--- src/rtl/led_sequencer.sv ---
`default_nettype none
// ============================================================================
// Module   : led_sequencer
// Purpose  : LED pattern engine (static / running / ping-pong / blink) with an
//            animation prescaler. Optional brightness PWM: LED_SEQUENCER_PWM_EN
// Revision : 1.0 - initial release
// ============================================================================
module led_sequencer #(
    parameter int          LED_NUM      = 8,
    parameter int          TICK_DIV     = 12500000,
    parameter bit          ACTIVE_LOW   = 1'b1,
    parameter logic [31:0] INIT_PATTERN = 32'h0000_00AA
) (
    input  logic               clk,
    input  logic               rst,
    input  logic [1:0]         mode,
    input  logic               pat_sel,
    input  logic [LED_NUM-1:0] pattern,
    input  logic               pause,
    input  logic [7:0]         duty,
    output logic [LED_NUM-1:0] led,
    output logic               step
);

    localparam int PW = $clog2(LED_NUM);
    localparam int CW = $clog2(TICK_DIV);

    localparam logic [PW-1:0] c_POS_LAST = PW'(LED_NUM - 1);
    localparam logic [PW-1:0] c_POS_PEN  = PW'(LED_NUM - 2);
    localparam logic [PW-1:0] c_POS_ONE  = PW'(1);
    localparam logic [CW-1:0] c_CNT_LAST = CW'(TICK_DIV - 1);

    localparam logic [1:0] c_MODE_STATIC = 2'd0;
    localparam logic [1:0] c_MODE_RUN    = 2'd1;
    localparam logic [1:0] c_MODE_PING   = 2'd2;
    localparam logic [1:0] c_MODE_BLINK  = 2'd3;

    localparam logic [LED_NUM-1:0] c_UNLIT = {LED_NUM{ACTIVE_LOW}};

    logic [CW-1:0]      r_cnt;
    logic [PW-1:0]      r_pos;
    logic               r_dir_down;
    logic               r_phase_on;
    logic [1:0]         r_mode_q;
    logic               w_mode_chg;
    logic               w_tick;
    logic [LED_NUM-1:0] w_sel;
    logic [LED_NUM-1:0] w_onehot;
    logic [LED_NUM-1:0] w_mask;
    logic [LED_NUM-1:0] w_drive;

    assign w_mode_chg = (mode != r_mode_q);
    // A mode change restarts the animation, so it also swallows a coincident tick.
    assign w_tick     = !pause && !w_mode_chg && (r_cnt == c_CNT_LAST);
    assign w_sel      = pat_sel ? pattern : INIT_PATTERN[LED_NUM-1:0];
    assign w_onehot   = LED_NUM'(1) << r_pos;

    always_comb begin
        w_mask = '0;
        case (r_mode_q)
            c_MODE_STATIC: w_mask = w_sel;
            c_MODE_RUN:    w_mask = w_onehot;
            c_MODE_PING:   w_mask = w_onehot;
            c_MODE_BLINK:  w_mask = r_phase_on ? w_sel : '0;
            default:       w_mask = '0;
        endcase
    end

`ifdef LED_SEQUENCER_PWM_EN
    logic [7:0] r_pwm;

    always_ff @(posedge clk) begin
        if (rst) begin
            r_pwm <= 8'd0;
        end else begin
            r_pwm <= r_pwm + 8'd1;
        end
    end

    assign w_drive = w_mask & {LED_NUM{(r_pwm < duty)}};
`else
    logic w_unused_duty;
    assign w_unused_duty = ^duty;
    assign w_drive       = w_mask;
`endif

    always_ff @(posedge clk) begin
        if (rst) begin
            r_cnt      <= '0;
            r_pos      <= '0;
            r_dir_down <= 1'b0;
            r_phase_on <= 1'b1;
            r_mode_q   <= c_MODE_STATIC;
            step       <= 1'b0;
            led        <= c_UNLIT;
        end else begin
            step <= w_tick;
            led  <= w_drive ^ c_UNLIT;
            if (w_mode_chg) begin
                r_mode_q   <= mode;
                r_cnt      <= '0;
                r_pos      <= '0;
                r_dir_down <= 1'b0;
                r_phase_on <= 1'b1;
            end else if (!pause) begin
                r_cnt <= (r_cnt == c_CNT_LAST) ? '0 : r_cnt + 1'b1;
                if (w_tick) begin
                    case (r_mode_q)
                        c_MODE_RUN: begin
                            r_pos <= (r_pos == c_POS_LAST) ? '0 : r_pos + 1'b1;
                        end
                        c_MODE_PING: begin
                            // Reverse at the ends so the end LEDs never show twice in a row.
                            if (!r_dir_down) begin
                                if (r_pos == c_POS_LAST) begin
                                    r_dir_down <= 1'b1;
                                    r_pos      <= c_POS_PEN;
                                end else begin
                                    r_pos <= r_pos + 1'b1;
                                end
                            end else begin
                                if (r_pos == '0) begin
                                    r_dir_down <= 1'b0;
                                    r_pos      <= c_POS_ONE;
                                end else begin
                                    r_pos <= r_pos - 1'b1;
                                end
                            end
                        end
                        c_MODE_BLINK: r_phase_on <= ~r_phase_on;
                        default: ;
                    endcase
                end
            end
        end
    end

endmodule
`default_nettype wire

--- config.mk ---
export PLATFORM = sky130hd
export DESIGN_NAME = led_sequencer
export DESIGN_NICKNAME = d
export VERILOG_FILES = /design/src/rtl/led_sequencer.sv
export SDC_FILE = /design/constraint.sdc
export NUM_CORES = 1
export LEC_CHECK = 0
export BUFFER_PORTS_ARGS = -buffer_cell sky130_fd_sc_hd__buf_4
export CAP_MARGIN = 25
export CORE_MARGIN = 3
export CORE_UTILIZATION = 30
export CTS_CLUSTER_SIZE = 8
export DETAILED_ROUTE_END_ITERATION = 16
export PLACE_DENSITY = 0.5
export SYNTH_ARGS = -nofsm -noshare
export SYNTH_HDL_FRONTEND = slang
export SYNTH_SLANG_ARGS = --single-unit
--- constraint.sdc ---
create_clock -name clk -period 3.3 [get_ports clk]
set_input_delay 0.33 -clock clk [delete_from_list [all_inputs] [get_ports clk]]
set_output_delay 0.33 -clock clk [all_outputs]
set_load 0.1 [all_outputs]
==> impl_results.md <==
- Worst R2R End: r_dir_down
- Min-Delay Path Depth: 2
- Synth area leader: dfxtp_1
- Dpl hpwl: 3330 um
- Hold Crit Start: mode[1]
- Total Nets Final: 305
- RSZ-0062 raised after global routing: false
- Worst VDD drop: 0.203 mV
- Top_reg_cell synth: dfxtp_1
- DRT Pass-1 Iters: 4
- Leak: 0.000827 uW
- Top Ports: 31
- Post-synth EDFFs: 0
- Antenna viol nets, final: 0
- Initial drt markers: 44
- Ant diodes: 0
- Max cap viols: 0
- Crit path time final: 2070 ps
- # DRC: 0
- Die width: 90.4 um
- Num CTS Buffers: 5
- Cell Area, Synth: between 2000 and 2500 sq um
- Fillers: ~730
- Die Area: a little over 8000 sq um
- Final WS setup: 1230 ps
- Area growth syn-to-layout: 16.1%
- Asr flop ratio synth: 0%
- Proportion of layout cells with a drive suffix above 1: 16.2%
- Largest net degree at the start of global routing: 24
- Global Route Usage Sum: 12.1%
- Wire per inst: approximately 12 um
- Total global routing overflow: 0
- Required time of the critical path: 3490 ps
- Hold Crit Class: input port to flip-flop
- Max Buffers Root-to-Sink: 2
- Yosys warnings: 0
- Final setup viols: 0
- Flops & latches, synth: 40
- Critical path launch point type: flip-flop
- Vias in the first global route: between 1500 and 2000
- Pre-CTS setup slack: 1220 ps
- Critical path type: flip-flop to flip-flop
- Clock transition at the registers of the reported paths: 80 ps
- Core ar.: between 6000 and 7000 sq um
- Worst R2R Path Depth: 6
- Gpl congestion: 0.771
- Worst Hold Path EP: r_mode_q[1]
- Commonest non-fill, non-tap cell in the layout: dfxtp_1
- Synth Net Count: ~280
- CTS Hold Bufs: 0
- PD cells: 371 nW/um^2
- H-Tree Depth: 2
- Sum of negative setup slack: 0 ps
- Synth unique cells: 44
- Die height: 90.4 um
- Clock latency on the worst-skew pair: 290 ps
- Clk Tree Root Cell: clkbuf_8
- Site Rows: 30
- Starting Density: ~31%
- Most frequent cells in the layout: dfxtp_1, buf_4, a21oi_1
- TritonCTS clock tree: done
- Clock Sinks: 40
- Synth area leaders: dfxtp_1, ha_1, a21oi_1
- First-pass GRT wire length: slightly above 8000 um
- Initial antenna violation count: 0
- Max-slew headroom: 65.0%
- Synthesized area per cell: 8.61 sq um
- Worst slew pin tran: between 500 and 600 ps
- Worst reg-to-reg setup slack: about 1200 ps
- Tot Pwr: approximately 920 uW
- Max Clk Rate: about 480 MHz
- Post-CTS sizing: 0
- Fin. max-slew vios: 0
- R2r startpoint: r_pos[0]
- Post CTS Setup Buffer Count: 0
- Number of buffers added on ports: 22
- Vias/cell: roughly 4.8
- Crit end category: flip-flop
- Status: finished, final reports clean
- WL final: 4550 um
- Yosys top cell area share: 37.5%
- Final Hold Viols: 0
- Final period utilization: between 60 and 70%
- Register area share after synthesis: between 30 and 40%
- Hold slack: 276 ps
- Mapped Cells: about 250
- Routed vias: about 1800
- Fin Clk Skew: 12.4 ps
- Worst EP arrival: 2260 ps
- CP Max Fanout: 6
-- layer usage --
layer	part of all wire, %	track usage (%)	vias to the layer above	routed length [um]
met2	47	19.7	20	2160
li1	-	-	934	-
met5	0	0	-	0
met4	0.62	3.44	0	28
met3	2.5	3.58	2	114
met1	49	15.4	805	2250
-- state kept, by name (all words and copies together) (netlist names) --
signal and cells:
led 8, r_cnt 24, r_dir_down 1, r_mode_q 2
r_phase_on 1, r_pos 3, step 1
-- synthesized netlist by cell type (3+ instances only) --
| cell | instances |
|---|---|
| ha_1 | 12 |
| clkbuf_1 | 7 |
| nand4_1 | 8 |
| or4_1 | 7 |
| xor2_1 | 6 |
| dfxtp_1 | 40 |
| nor4_1 | 5 |
| or3_1 | 7 |
| a21oi_1 | 20 |
| nand2b_1 | 3 |
| a32oi_1 | 3 |
| nor3_1 | 7 |
| mux2i_1 | 4 |
| or2_2 | 9 |
| nand2_1 | 13 |
| xnor2_1 | 10 |
| inv_1 | 18 |
| nor2_1 | 17 |
| o31ai_1 | 5 |
| nand3_1 | 5 |
| o21ai_0 | 10 |
| nor2b_1 | 6 |
-- cell type report --
cell class                      instances  area [sq um]  area share (%)
Multi-Input combinational cell        182          1230            49.6
Clock inverter                          2          12.5           0.505
Inverter                               18          67.6            2.73
Sequential cell                        40           801            32.3
Clock buffer                            5          68.8            2.78
Tap cell                               96           120            4.85
Timing Repair Buffer                   24           180            7.27
-- stage by stage --
step	area [sq um]	cells	util, %
final	2480	367	36.3
after global routing	2480	367	36.3
after CTS	2480	367	36.3
after detailed placement	2400	360	35.1
after global placement	2400	360	35.1
after floorplan	2130	248	-
-- worst max-delay path by stage --
stage	from	end	slack, ps	cells past startpoint
6_report	r_pos[0]	r_dir_down	1230	6
5_1_grt	r_pos[0]	r_dir_down	1120	6
4_1_cts	r_pos[0]	r_dir_down	1230	6
3_5_place_dp	r_pos[0]	r_dir_down	1220	6
3_3_place_gp	r_pos[0]	r_dir_down	1240	6
2_1_floorplan	r_pos[0]	r_dir_down	1380	6
-- logic make-up (layout without fill, tap and decap cells) --
group,count (synthesis),in the layout,synth area share (%)
fa+ha+maj,12,12,7.03
compound gates,47,47,13.3
flops,40,40,37.5
xor+xnor,16,16,6.56
simple gates,103,103,28.8
mux,4,4,1.88
buf+inv,26,49,4.92
-- power breakdown --
part	internal, uW	switching, uW	total, uW
registers	490	3.77	494
logic	35.2	75.9	111
clock network	143	172	315
-- critical path: stages, from the launching register on --
cell and delay [ps]:
dfxtp_1 360, inv_1 120, ha_1 250, nand2b_1 130, or4b_2 620, o311a_1 300, a41o_1 190
No activity file was read; power rests on OpenSTA's default activity.
